--- config.mk ---
export PLATFORM = sky130hd
export DESIGN_NAME = pipelined_mac_stream
export DESIGN_NICKNAME = d
export VERILOG_FILES = /design/src/rtl/pipelined_mac_stream.sv
export SDC_FILE = /design/constraint.sdc
export NUM_CORES = 1
export LEC_CHECK = 0
export CORE_ASPECT_RATIO = 1.1
export CORE_MARGIN = 2
export CORE_UTILIZATION = 54
export DETAILED_ROUTE_END_ITERATION = 7
export PLACE_DENSITY = 0.82
export SLEW_MARGIN = 20
export SYNTH_ARGS = -nofsm -noshare
export SYNTH_HDL_FRONTEND = slang
export SYNTH_SLANG_ARGS = --single-unit
--- constraint.sdc ---
create_clock -name clk -period 4.1 [get_ports clk]
set_clock_uncertainty 0.2 [all_clocks]
set_input_delay 0.41 -clock clk [delete_from_list [all_inputs] [get_ports clk]]
set_output_delay 0.41 -clock clk [all_outputs]
set_load 0.01 [all_outputs]
--- src/rtl/pipelined_mac_stream.sv ---
// Three-stage multiply-add / accumulate stream with valid/ready backpressure.
// Stage 1 holds operands, stage 2 holds the extended product and addend, stage 3 is the output register.
module pipelined_mac_stream #(
  parameter int A_W    = 8,
  parameter int B_W    = 8,
  parameter int C_W    = 16,
  parameter int OUT_W  = 16,
  parameter bit SIGNED = 1'b0,
  parameter bit SAT    = 1'b0
) (
  input  logic             clk,
  input  logic             reset,
  input  logic [A_W-1:0]   in_a,
  input  logic [B_W-1:0]   in_b,
  input  logic [C_W-1:0]   in_c,
  input  logic             in_mode,
  input  logic             in_last,
  input  logic             valid_in,
  output logic             ready_out,
  output logic [OUT_W-1:0] result,
  output logic             result_ovf,
  output logic             valid_out,
  input  logic             ready_in
);

  localparam int P_W = A_W + B_W;

  if (OUT_W < P_W || C_W > OUT_W) begin : g_bad_params
    $error("pipelined_mac_stream: requires OUT_W >= A_W+B_W and C_W <= OUT_W");
  end

  // Returns {overflow, value}; the sum is formed one bit wider so the carry/sign is visible.
  function automatic logic [OUT_W:0] add_ovf(input logic [OUT_W-1:0] x, input logic [OUT_W-1:0] y);
    logic [OUT_W:0]   sum;
    logic             ovf;
    logic [OUT_W-1:0] val;
    if (SIGNED) begin
      sum = {x[OUT_W-1], x} + {y[OUT_W-1], y};
      ovf = sum[OUT_W] ^ sum[OUT_W-1];
    end else begin
      sum = {1'b0, x} + {1'b0, y};
      ovf = sum[OUT_W];
    end
    if (SAT && ovf) begin
      if (SIGNED) begin
        val = sum[OUT_W] ? {1'b1, {(OUT_W-1){1'b0}}} : {1'b0, {(OUT_W-1){1'b1}}};
      end else begin
        val = {OUT_W{1'b1}};
      end
    end else begin
      val = sum[OUT_W-1:0];
    end
    return {ovf, val};
  endfunction

  logic             s1_valid_r, s1_mode_r, s1_last_r;
  logic [A_W-1:0]   s1_a_r;
  logic [B_W-1:0]   s1_b_r;
  logic [C_W-1:0]   s1_c_r;
  logic             s2_valid_r, s2_mode_r, s2_last_r;
  logic [OUT_W-1:0] s2_prod_r, s2_c_r;
  logic [OUT_W-1:0] result_r, acc_r;
  logic             result_ovf_r, valid_out_r, acc_ovf_r;

  logic             s3_free_s, s2_adv_s, s2_move_s;
  logic [OUT_W-1:0] prod_ext_s, c_ext_s;
  logic [OUT_W:0]   beat_s, total_s;
  logic             acc_ovf_s;

  assign s3_free_s = !valid_out_r || ready_in;
  assign s2_adv_s  = !s2_valid_r || s3_free_s;
  assign s2_move_s = s2_valid_r && s3_free_s;
  assign ready_out = !s1_valid_r || s2_adv_s;

  if (SIGNED) begin : g_signed
    logic signed [P_W-1:0] sprod_s;
    assign sprod_s    = $signed({{B_W{s1_a_r[A_W-1]}}, s1_a_r}) * $signed({{A_W{s1_b_r[B_W-1]}}, s1_b_r});
    assign prod_ext_s = OUT_W'(sprod_s);
    assign c_ext_s    = OUT_W'($signed(s1_c_r));
  end else begin : g_unsigned
    assign prod_ext_s = OUT_W'({{B_W{1'b0}}, s1_a_r} * {{A_W{1'b0}}, s1_b_r});
    assign c_ext_s    = OUT_W'(s1_c_r);
  end

  assign beat_s    = add_ovf(s2_prod_r, s2_c_r);
  assign total_s   = add_ovf(acc_r, beat_s[OUT_W-1:0]);
  assign acc_ovf_s = acc_ovf_r | beat_s[OUT_W] | total_s[OUT_W];

  // Operand stage: captures a new beat whenever the block is ready.
  always_ff @(posedge clk) begin
    if (reset) begin
      s1_valid_r <= 1'b0;
      s1_mode_r  <= 1'b0;
      s1_last_r  <= 1'b0;
      s1_a_r     <= {A_W{1'b0}};
      s1_b_r     <= {B_W{1'b0}};
      s1_c_r     <= {C_W{1'b0}};
    end else if (ready_out) begin
      s1_valid_r <= valid_in;
      s1_mode_r  <= in_mode;
      s1_last_r  <= in_last;
      s1_a_r     <= in_a;
      s1_b_r     <= in_b;
      s1_c_r     <= in_c;
    end
  end

  // Product stage: moves forward when empty or when its beat leaves.
  always_ff @(posedge clk) begin
    if (reset) begin
      s2_valid_r <= 1'b0;
      s2_mode_r  <= 1'b0;
      s2_last_r  <= 1'b0;
      s2_prod_r  <= {OUT_W{1'b0}};
      s2_c_r     <= {OUT_W{1'b0}};
    end else if (s2_adv_s) begin
      s2_valid_r <= s1_valid_r;
      s2_mode_r  <= s1_mode_r;
      s2_last_r  <= s1_last_r;
      s2_prod_r  <= prod_ext_s;
      s2_c_r     <= c_ext_s;
    end
  end

  // Output register and accumulator; an ACC beat without last updates only the accumulator.
  always_ff @(posedge clk) begin
    if (reset) begin
      result_r     <= {OUT_W{1'b0}};
      result_ovf_r <= 1'b0;
      valid_out_r  <= 1'b0;
      acc_r        <= {OUT_W{1'b0}};
      acc_ovf_r    <= 1'b0;
    end else if (s2_move_s) begin
      if (!s2_mode_r) begin
        result_r     <= beat_s[OUT_W-1:0];
        result_ovf_r <= beat_s[OUT_W];
        valid_out_r  <= 1'b1;
      end else if (s2_last_r) begin
        result_r     <= total_s[OUT_W-1:0];
        result_ovf_r <= acc_ovf_s;
        valid_out_r  <= 1'b1;
        acc_r        <= {OUT_W{1'b0}};
        acc_ovf_r    <= 1'b0;
      end else begin
        acc_r        <= total_s[OUT_W-1:0];
        acc_ovf_r    <= acc_ovf_s;
        valid_out_r  <= 1'b0;
      end
    end else if (ready_in) begin
      valid_out_r <= 1'b0;
    end
  end

  assign result     = result_r;
  assign result_ovf = result_ovf_r;
  assign valid_out  = valid_out_r;

endmodule
==> impl_metrics.env, run 1 <==
export IMPL_status="finished with violations"
export IMPL_violations="setup timing"
export IMPL_crit_end="s2_prod_r[11]"
export IMPL_cts_buffers=9
export IMPL_min_path_type="reg -> reg"
export IMPL_fmaxAchievable_mhz=232
export IMPL_layoutNonFillerInstCount=1105
export IMPL_r2r_setup_slack_ps=-220
export IMPL_portBuffers=56
export IMPL_cp_data_required_time_ps=4190
export IMPL_coreArea_um2=13000
export IMPL_cts_path_max_buffers=2
export IMPL_swShare=0.308
export IMPL_clkSinkCount=105
export IMPL_maxSlewViolCount=0
export IMPL_clk_latency_ps=370
export IMPL_crit_type="reg -> reg"
export IMPL_timing_max_slew_rel_slack=0.260
export IMPL_grt_pass1_vias=6190
export IMPL_pin_count=57
export IMPL_rsz0062_at_grt="true"
export IMPL_startpoint="s1_b_r[4]"
export IMPL_initial_core_util=0.548
export IMPL_h_tree_depth=3
export IMPL_synthArstFlopShare=0
export IMPL_synth_edf_count=0
export IMPL_end_kind="flop"
export IMPL_syn_area_um2=7150
export IMPL_p_leak_nw=3.96
export IMPL_drt_iter0_markers=268
export IMPL_antenna_found_initial=0
export IMPL_worst_slack_ps=-219
export IMPL_internal_power_mw=1.79
export IMPL_place_area_um2=8200
export IMPL_synth_cell_type_count=55
export IMPL_finalSetupViolCount=7
export IMPL_syn_to_final_growth_pct=22.6
export IMPL_utilization=0.672
export IMPL_post_drt_wl_per_cell_um=15.1
export IMPL_clkSlewWorstSetupHoldPaths_ps=80
export IMPL_drc=0
export IMPL_num_antenna_cells=0
export IMPL_drive_above_1_share=0.150
export IMPL_cts_hold_fix_buffers=0
export IMPL_gp_congestion=0.941
export IMPL_first_pass_iters=4
export IMPL_netlist_instances=860
export IMPL_wl_mm=16.7
export IMPL_yosys_area_share_simple=0.201
export IMPL_final_cell_area_um2=8770
export IMPL_hold_violations=0
export IMPL_avgViaCountPerCell=5.58
export IMPL_cts_tree="yes"
export IMPL_vias=6167
export IMPL_final_common_cell="nand2_1"
export IMPL_grt_pass1_wl_mm=28.0
export IMPL_period_needed_ps=4320
export IMPL_dp_cells=1084
export IMPL_syn_nets=1004
export IMPL_drt_antenna_violating_nets=0
export IMPL_synth_top_family_by_area="adder cells"
export IMPL_grt_usage=0.243
export IMPL_synth_compound_area_frac=0.180
export IMPL_synthMuxAreaShare=0.0114
export IMPL_period_share=1.05
export IMPL_r2r_end="s2_prod_r[11]"
export IMPL_hp_start="c_ext_s[2]"
export IMPL_fin_nets=1083
export IMPL_cp_arrival_ps=4410
export IMPL_core_rowCount=44
export IMPL_grt_ovfl_total=0
export IMPL_place_hpwl_mm=12.2
export IMPL_syn_avg_cell_area_um2=8.32
export IMPL_die_y_um=125
export IMPL_fin_setup_tns_ps=-1080
export IMPL_regToRegStartpoint="s1_b_r[4]"
export IMPL_cts_root_buffer="clkbuf_16"
export IMPL_ir_drop_mv=0.203
export IMPL_start_kind="flop"
export IMPL_final_cell_mix="nand2_1 (156), dfxtp_1 (92), a21oi_1 (84)"
export IMPL_seqPwrFrac=0.427
export IMPL_yosysSeqAreaShare=0.294
export IMPL_worstRegToRegCells=15
export IMPL_cp_max_fo=8
export IMPL_combPwrFrac=0.234
export IMPL_ys_ff_latch=105
export IMPL_grt_max_degree=111
export IMPL_p_clk_frac=0.339
export IMPL_synth_main_ff_cell="dfxtp_1"
export IMPL_die_area_um2=14200
export IMPL_synth_fa_ha_area_frac=0.225
export IMPL_power_density_nw_per_um2=295
export IMPL_worst_pin_slew_ps=1110
export IMPL_switchingPower_uw=797
export IMPL_ys_warn_count=0
export IMPL_dieWidth_um=114
export IMPL_cap_violations=0
export IMPL_power_mw=2.59
export IMPL_synth_xor_area_frac=0.0404
[layout make-up]
cell class / instances / area (um^2)
fill: 1048 / 4280
timing repair buffer: 101 / 896
multi-input combinational: 664 / 5030
sequential: 105 / 2130
tap: 161 / 201
clock inverter: 7 / 67.6
clock buffer: 9 / 225
inverter: 58 / 218
[how the worst min path moves through the flow]
| stage | endpoint | depth (start not counted) | slack [ps] |
|---|---|---|---|
| after CTS | c_ext_s[2] | 2 | 260 |
| after global routing | c_ext_s[9] | 2 | 270 |
| after detailed placement | c_ext_s[2] | 2 | 250 |
| after floorplan | s2_valid_r | 2 | 230 |
| final | c_ext_s[2] | 2 | 250 |
| after global placement | c_ext_s[2] | 2 | 240 |
[power groups by stage]
stage	Sequential, mW	Clock (mW)	Combinational [mW]
floorplan	1.13	0	0.368
global route	1.11	0.925	0.673
finish	1.11	0.878	0.605
detailed placement	1.13	0	0.546
global placement	1.13	0	0.533
CTS	1.11	0.886	0.573
[cells by family (layout without fill, tap and decap cells)]
group	Yosys count	after routing
simple gates	315	315
xor+xnor	33	33
compound gates	202	202
flops	105	105
mux	8	8
buf+inv	91	175
fa+ha+maj	106	106
[critical path, stage by stage (launching register included)]
cell and delay [ps]:
dfxtp_4 370, and2_4 140, fa_1 520, fa_1 530, fa_1 550, inv_2 50
fa_2 560, inv_2 40, ha_4 270, a21oi_4 150, nand2_4 90, a41o_1 220
a21oi_2 130, xnor2_1 140, nand2_1 100, a21oi_2 190
[sequential cells by signal, summed over array words and instances (netlist names), 8 cells and up]
signal / cells
acc_r: 16
c_ext_s: 16
result: 16
s2_c_r: 16
s2_prod_r: 16
s1_a_r: 8
s1_b_r: 8
[repair_timing]
action | in CTS | in global routing
resized for setup | 28 | 32
setup buffers | 0 | 5
pin swaps | 23 | 18
setup endpoints to repair | 7 | 20
[cell usage after synthesis, types with 2 or more instances]
master,count,area [um^2]
fa_1,38,761
or3_1,3,18.8
xnor2_1,25,219
mux2i_1,7,70.1
a221oi_1,2,17.5
dfxtp_1,105,2100
nor3_1,7,35.0
nor2_1,54,203
o41ai_1,3,26.3
o21ai_0,16,80.1
o211a_1,2,20.0
nand2_1,158,593
ha_1,68,851
a21oi_1,94,470
a31oi_1,3,18.8
buf_1,4,15.0
o22ai_1,2,12.5
clkbuf_1,29,109
a22oi_1,10,75.1
or4_1,2,15.0
nand3_1,10,50.1
xor2_1,8,70.1
o211ai_1,5,37.5
nand4_1,2,12.5
and3_1,5,31.3
or2_2,2,12.5
o21bai_1,3,22.5
a21o_1,15,113
nor3b_1,3,22.5
nand2b_1,4,25.0
inv_1,57,214
a31o_2,2,17.5
nand3b_1,6,45.0
a211o_1,2,17.5
a211oi_1,22,165
o21a_1,9,67.6
and2_1,55,344
[metrics by stage]
| step | hold slack (ps) | setup slack, ps |
|---|---|---|
| after floorplan | 232 | -19.1 |
| after global placement | 241 | -131 |
| after detailed placement | 245 | -216 |
| after CTS | 256 | -220 |
| after global routing | 275 | -363 |
| final | 253 | -219 |
[per-layer routing]
metal,GRT usage,share of wire,vias up
li1,-,-,3090
met1,0.290,0.43,2930
met5,0,0,-
met4,0.0961,0.022,0
met2,0.435,0.52,116
met3,0.0350,0.030,31
(Power assumes the default switching activity.)
==> run 2: changes to the inputs <==
Settings changed: CORE_MARGIN 2 to not set.
==> impl_metrics.env, run 2 (synthesis results as in run 1) <==
export IMPL_status="finished with violations"
export IMPL_violations="DRC, setup timing"
export IMPL_r2r_setup_slack_ps=-180
export IMPL_fin_setup_tns_ps=-592
export IMPL_hold_violations=0
export IMPL_seqCellArea_um2=2130
export IMPL_cp_arrival_ps=4390
export IMPL_start_kind="flop"
export IMPL_min_path_type="reg -> reg"
export IMPL_final_cell_mix="nand2_1 (155), dfxtp_1 (94), a21oi_1 (86)"
export IMPL_regToRegStartpoint="s1_a_r[2]"
export IMPL_coreArea_um2=12800
export IMPL_antenna_found_initial=0
export IMPL_clk_latency_ps=370
export IMPL_gp_congestion=0.910
export IMPL_timing_max_slew_rel_slack=0.286
export IMPL_portBuffers=56
export IMPL_dieWidth_um=112
export IMPL_clkSlewWorstSetupHoldPaths_ps=80
export IMPL_first_pass_iters=8
export IMPL_die_y_um=123
export IMPL_cts_hold_fix_buffers=0
export IMPL_finalSetupViolCount=6
export IMPL_grt_pass1_wl_mm=27.7
export IMPL_multi_input_area_um2=5010
export IMPL_wl_mm=16.7
export IMPL_pin_count=57
export IMPL_initial_core_util=0.561
export IMPL_post_drt_wl_per_cell_um=15.2
export IMPL_drt_antenna_violating_nets=0
export IMPL_power_density_nw_per_um2=301
export IMPL_worst_slack_ps=-183
export IMPL_crit_type="reg -> reg"
export IMPL_worst_pin_slew_ps=1070
export IMPL_cts_root_buffer="clkbuf_16"
export IMPL_grt_max_degree=111
export IMPL_fmaxAchievable_mhz=234
export IMPL_cts_tree="yes"
export IMPL_cp_data_required_time_ps=4210
export IMPL_h_tree_depth=3
export IMPL_cts_path_max_buffers=2
export IMPL_grt_pass1_vias=5988
export IMPL_hp_start="c_ext_s[7]"
export IMPL_final_common_cell="nand2_1"
export IMPL_power_mw=2.65
export IMPL_place_hpwl_mm=12.2
export IMPL_cap_violations=0
export IMPL_maxSlewViolCount=0
export IMPL_drc=7
export IMPL_fill_cells=982
export IMPL_ir_drop_mv=0.239
export IMPL_die_area_um2=13700
export IMPL_cts_buffers=9
export IMPL_drive_above_1_share=0.151
export IMPL_r2r_end="s2_prod_r[14]"
export IMPL_period_needed_ps=4280
export IMPL_avgViaCountPerCell=5.68
export IMPL_grt_usage=0.255
export IMPL_cp_max_fo=6
export IMPL_clkSinkCount=105
export IMPL_worstRegToRegCells=16
export IMPL_drt_iter0_markers=401
export IMPL_rsz0062_at_grt="true"
export IMPL_grt_ovfl_total=0
export IMPL_period_share=1.04
export IMPL_num_antenna_cells=0
export IMPL_whs_path_depth=2
export IMPL_syn_to_final_growth_pct=22.8
export IMPL_fin_nets=1084
export IMPL_vias=6258
export IMPL_p_leak_nw=3.96
export IMPL_end_kind="flop"
export IMPL_worstHoldEndpoint="c_ext_s[7]"
export IMPL_core_rowCount=43
export IMPL_place_ws_ps=-208
export IMPL_utilization=0.689
-- run 2: worst max path at each step --
| stage | startpoint | end | slack [ps] | cells after the start |
|---|---|---|---|---|
| finish | s1_a_r[2] | s2_prod_r[14] | -180 | 16 |
| global route | s1_a_r[1] | s2_prod_r[14] | -330 | 15 |
| CTS | s1_a_r[2] | s2_prod_r[14] | -120 | 15 |
| detailed placement | s1_b_r[4] | s2_prod_r[14] | -210 | 15 |
| global placement | s1_a_r[2] | s2_prod_r[14] | -110 | 15 |
| floorplan | s1_a_r[2] | s2_prod_r[14] | -20 | 15 |
-- run 2: final cells by class --
class                   count  share of cell area
clock inverters             6             0.00940
clock buffers              10              0.0272
multi-input cells         664               0.570
repair buffers            102               0.104
inverters                  58              0.0248
well taps                 157              0.0224
flip-flops and latches    105               0.243
-- run 2: critical path: stages (launching register included) --
cell and delay, ps:
dfxtp_4 370, buf_4 130, and2_1 160, fa_2 350, fa_1 480, ha_1 290
inv_1 50, fa_1 530, inv_1 50, ha_2 370, o21ai_2 80, o21bai_2 200
a41oi_2 160, o21ai_2 180, a31oi_2 110, or4_1 430, nand3_1 90
-- run 2: routing by layer --
metal	vias up	global-route usage	share of wire	wire length, um
li1	3082	-	-	-
met1	2975	0.305	0.43	7240
met2	162	0.463	0.50	8440
met3	39	0.0351	0.036	602
met4	0	0.103	0.028	461
met5	-	0	0	0
-- run 2: per-stage QoR --
stage / cell area [um^2] / hold WS (ps) / instances
after floorplan: 7260 / 232 / 860
after global placement: 8190 / 240 / 1080
after detailed placement: 8190 / 245 / 1080
after CTS: 8630 / 255 / 1100
after global routing: 8780 / 274 / 1102
final: 8780 / 253 / 1102
-- run 2: repair_timing --
item	CTS	global route
pin swaps	16	22
buffers inserted	5	2
resized for setup	26	29
endpoints found under the setup margin	8	17
-- run 2: power breakdown --
part           internal (mW)  leakage (nW)  switching [mW]
sequential              1.07         0.867          0.0389
clock                  0.506         0.160           0.434
combinational          0.288          2.93           0.311
==> run 3: changes to the inputs <==
Settings changed: CORE_ASPECT_RATIO 1.1 to 1.4, GPL_ROUTABILITY_DRIVEN set to 0, SKIP_CTS_REPAIR_TIMING set to 1.
==> impl_metrics.env, run 3 (synthesis results as in run 1) <==
export IMPL_num_antenna_cells=0
export IMPL_cp_max_fo=7
export IMPL_start_kind="flop"
export IMPL_pin_count=57
export IMPL_rsz0062_at_grt="true"
export IMPL_cp_arrival_ps=4340
export IMPL_first_pass_iters=5
export IMPL_clk_latency_ps=350
export IMPL_grt_pass1_vias=6072
export IMPL_clkSlewWorstSetupHoldPaths_ps=70
export IMPL_initial_core_util=0.556
export IMPL_min_path_type="reg -> reg"
export IMPL_grt_pass1_wl_mm=27.5
export IMPL_drt_iter0_markers=312
export IMPL_final_cell_mix="nand2_1 (157), dfxtp_1 (94), a21oi_1 (85)"
export IMPL_dp_cells=1077
export IMPL_drive_above_1_share=0.143
export IMPL_avgViaCountPerCell=5.70
export IMPL_period_share=1.06
export IMPL_grt_usage=0.249
export IMPL_hold_violations=0
export IMPL_worst_slack_ps=-261
export IMPL_cp_data_required_time_ps=4080
export IMPL_grt_max_degree=111
export IMPL_die_area_um2=13700
export IMPL_dieWidth_um=99.3
export IMPL_fin_nets=1090
export IMPL_final_common_cell="nand2_1"
export IMPL_die_y_um=138
export IMPL_layoutNonFillerInstCount=1103
export IMPL_cap_violations=0
export IMPL_cts_root_buffer="clkbuf_16"
export IMPL_cts_buffers=9
export IMPL_critPathSlowestCell="fa_1"
export IMPL_ir_drop_mv=0.201
export IMPL_finalSetupViolCount=6
export IMPL_crit_type="reg -> reg"
export IMPL_period_needed_ps=4360
export IMPL_antenna_found_initial=0
export IMPL_drc=0
export IMPL_status="finished with violations"
export IMPL_grt_ovfl_total=0
export IMPL_crit_chain="and2_4, fa_1, fa_1, fa_1, inv_1, fa_1, inv_2, ha_4, a21oi_4, nand2_4, nor4_4, a21oi_2, a31oi_1, xnor2_1, a211oi_1"
export IMPL_hold_slack_ps=250
export IMPL_cts_tree="yes"
export IMPL_drt_antenna_violating_nets=0
export IMPL_coreArea_um2=12900
export IMPL_fmaxAchievable_mhz=229
export IMPL_place_hpwl_mm=12.4
export IMPL_post_drt_wl_per_cell_um=15.5
export IMPL_maxSlewViolCount=0
export IMPL_power_density_nw_per_um2=301
export IMPL_worst_pin_slew_ps=1110
export IMPL_clkSinkCount=105
export IMPL_wl_mm=17.1
export IMPL_crit_top_cell="fa_1"
export IMPL_path_buf_inv=2
export IMPL_cts_path_max_buffers=2
export IMPL_p_leak_nw=3.98
export IMPL_portBuffers=56
export IMPL_fin_setup_tns_ps=-1110
export IMPL_timing_max_slew_rel_slack=0.259
export IMPL_h_tree_depth=3
export IMPL_end_kind="flop"
export IMPL_cp_top_family="adder cells"
export IMPL_violations="setup timing"
export IMPL_cpPeakStageDelay_ps=560
export IMPL_core_rowCount=49
export IMPL_syn_to_final_growth_pct=22.9
export IMPL_vias=6287
[run 3: changes by cell type in the layout (fill, tap and decap cells not counted), sizes merged]
cell      before  now
buf           47   53
bufinv         1    2
clkbuf        10   11
clkinv         3    1
clkinvlp       0    1
inv           60   58
[run 3: per-layer routing]
layer | vias up | routed length [um] | share of wire | global-route usage
li1 | 3104 | - | - | -
met1 | 3022 | 6610 | 0.39 | 0.272
met2 | 121 | 9570 | 0.56 | 0.481
met3 | 40 | 458 | 0.027 | 0.0308
met4 | 0 | 503 | 0.029 | 0.0867
met5 | - | 0 | 0 | 0
[run 3: final timing paths]
kind | start | to | slack (ps) | depth (start not counted)
hold reg to reg | c_ext_s[13] | c_ext_s[13] | 250 | 2
hold / removal | c_ext_s[13] | c_ext_s[13] | 250 | 2
setup / recovery | s1_a_r[3] | s2_prod_r[15] | -260 | 15
setup reg to reg | s1_a_r[3] | s2_prod_r[15] | -260 | 15
[run 3: layout make-up]
type                    instances  area, um^2
flip-flops and latches        105        2120
inverters                      58         218
repair buffers                108         956
fillers                      1013        4090
well taps                     153         191
clock buffers                  11         243
multi-input cells             664        4980
clock inverters                 4        76.3
[run 3: report_power, final]
group	switching (mW)	internal (mW)	leakage (nW)
Clock	0.389	0.551	0.152
Sequential	0.0391	1.07	0.866
Combinational	0.307	0.290	2.96
[run 3: worst min-delay path: cells and delay by family (launching register included)]
kind	cells	cell delay, ps
DFF	1	310
and+or+nand+nor	1	50
AOI/OAI and AO/OA	1	50
[run 3: per-stage QoR]
step | util | area, um^2 | setup slack, ps | total power [mW]
3_3_place_gp | 0.637 | 8200 | -151 | 1.66
5_1_grt | 0.683 | 8790 | -410 | 2.76
3_5_place_dp | 0.637 | 8200 | -247 | 1.67
6_report | 0.683 | 8790 | -261 | 2.64
4_1_cts | 0.661 | 8520 | -354 | 2.60
2_1_floorplan | - | 7260 | -19.1 | 1.49
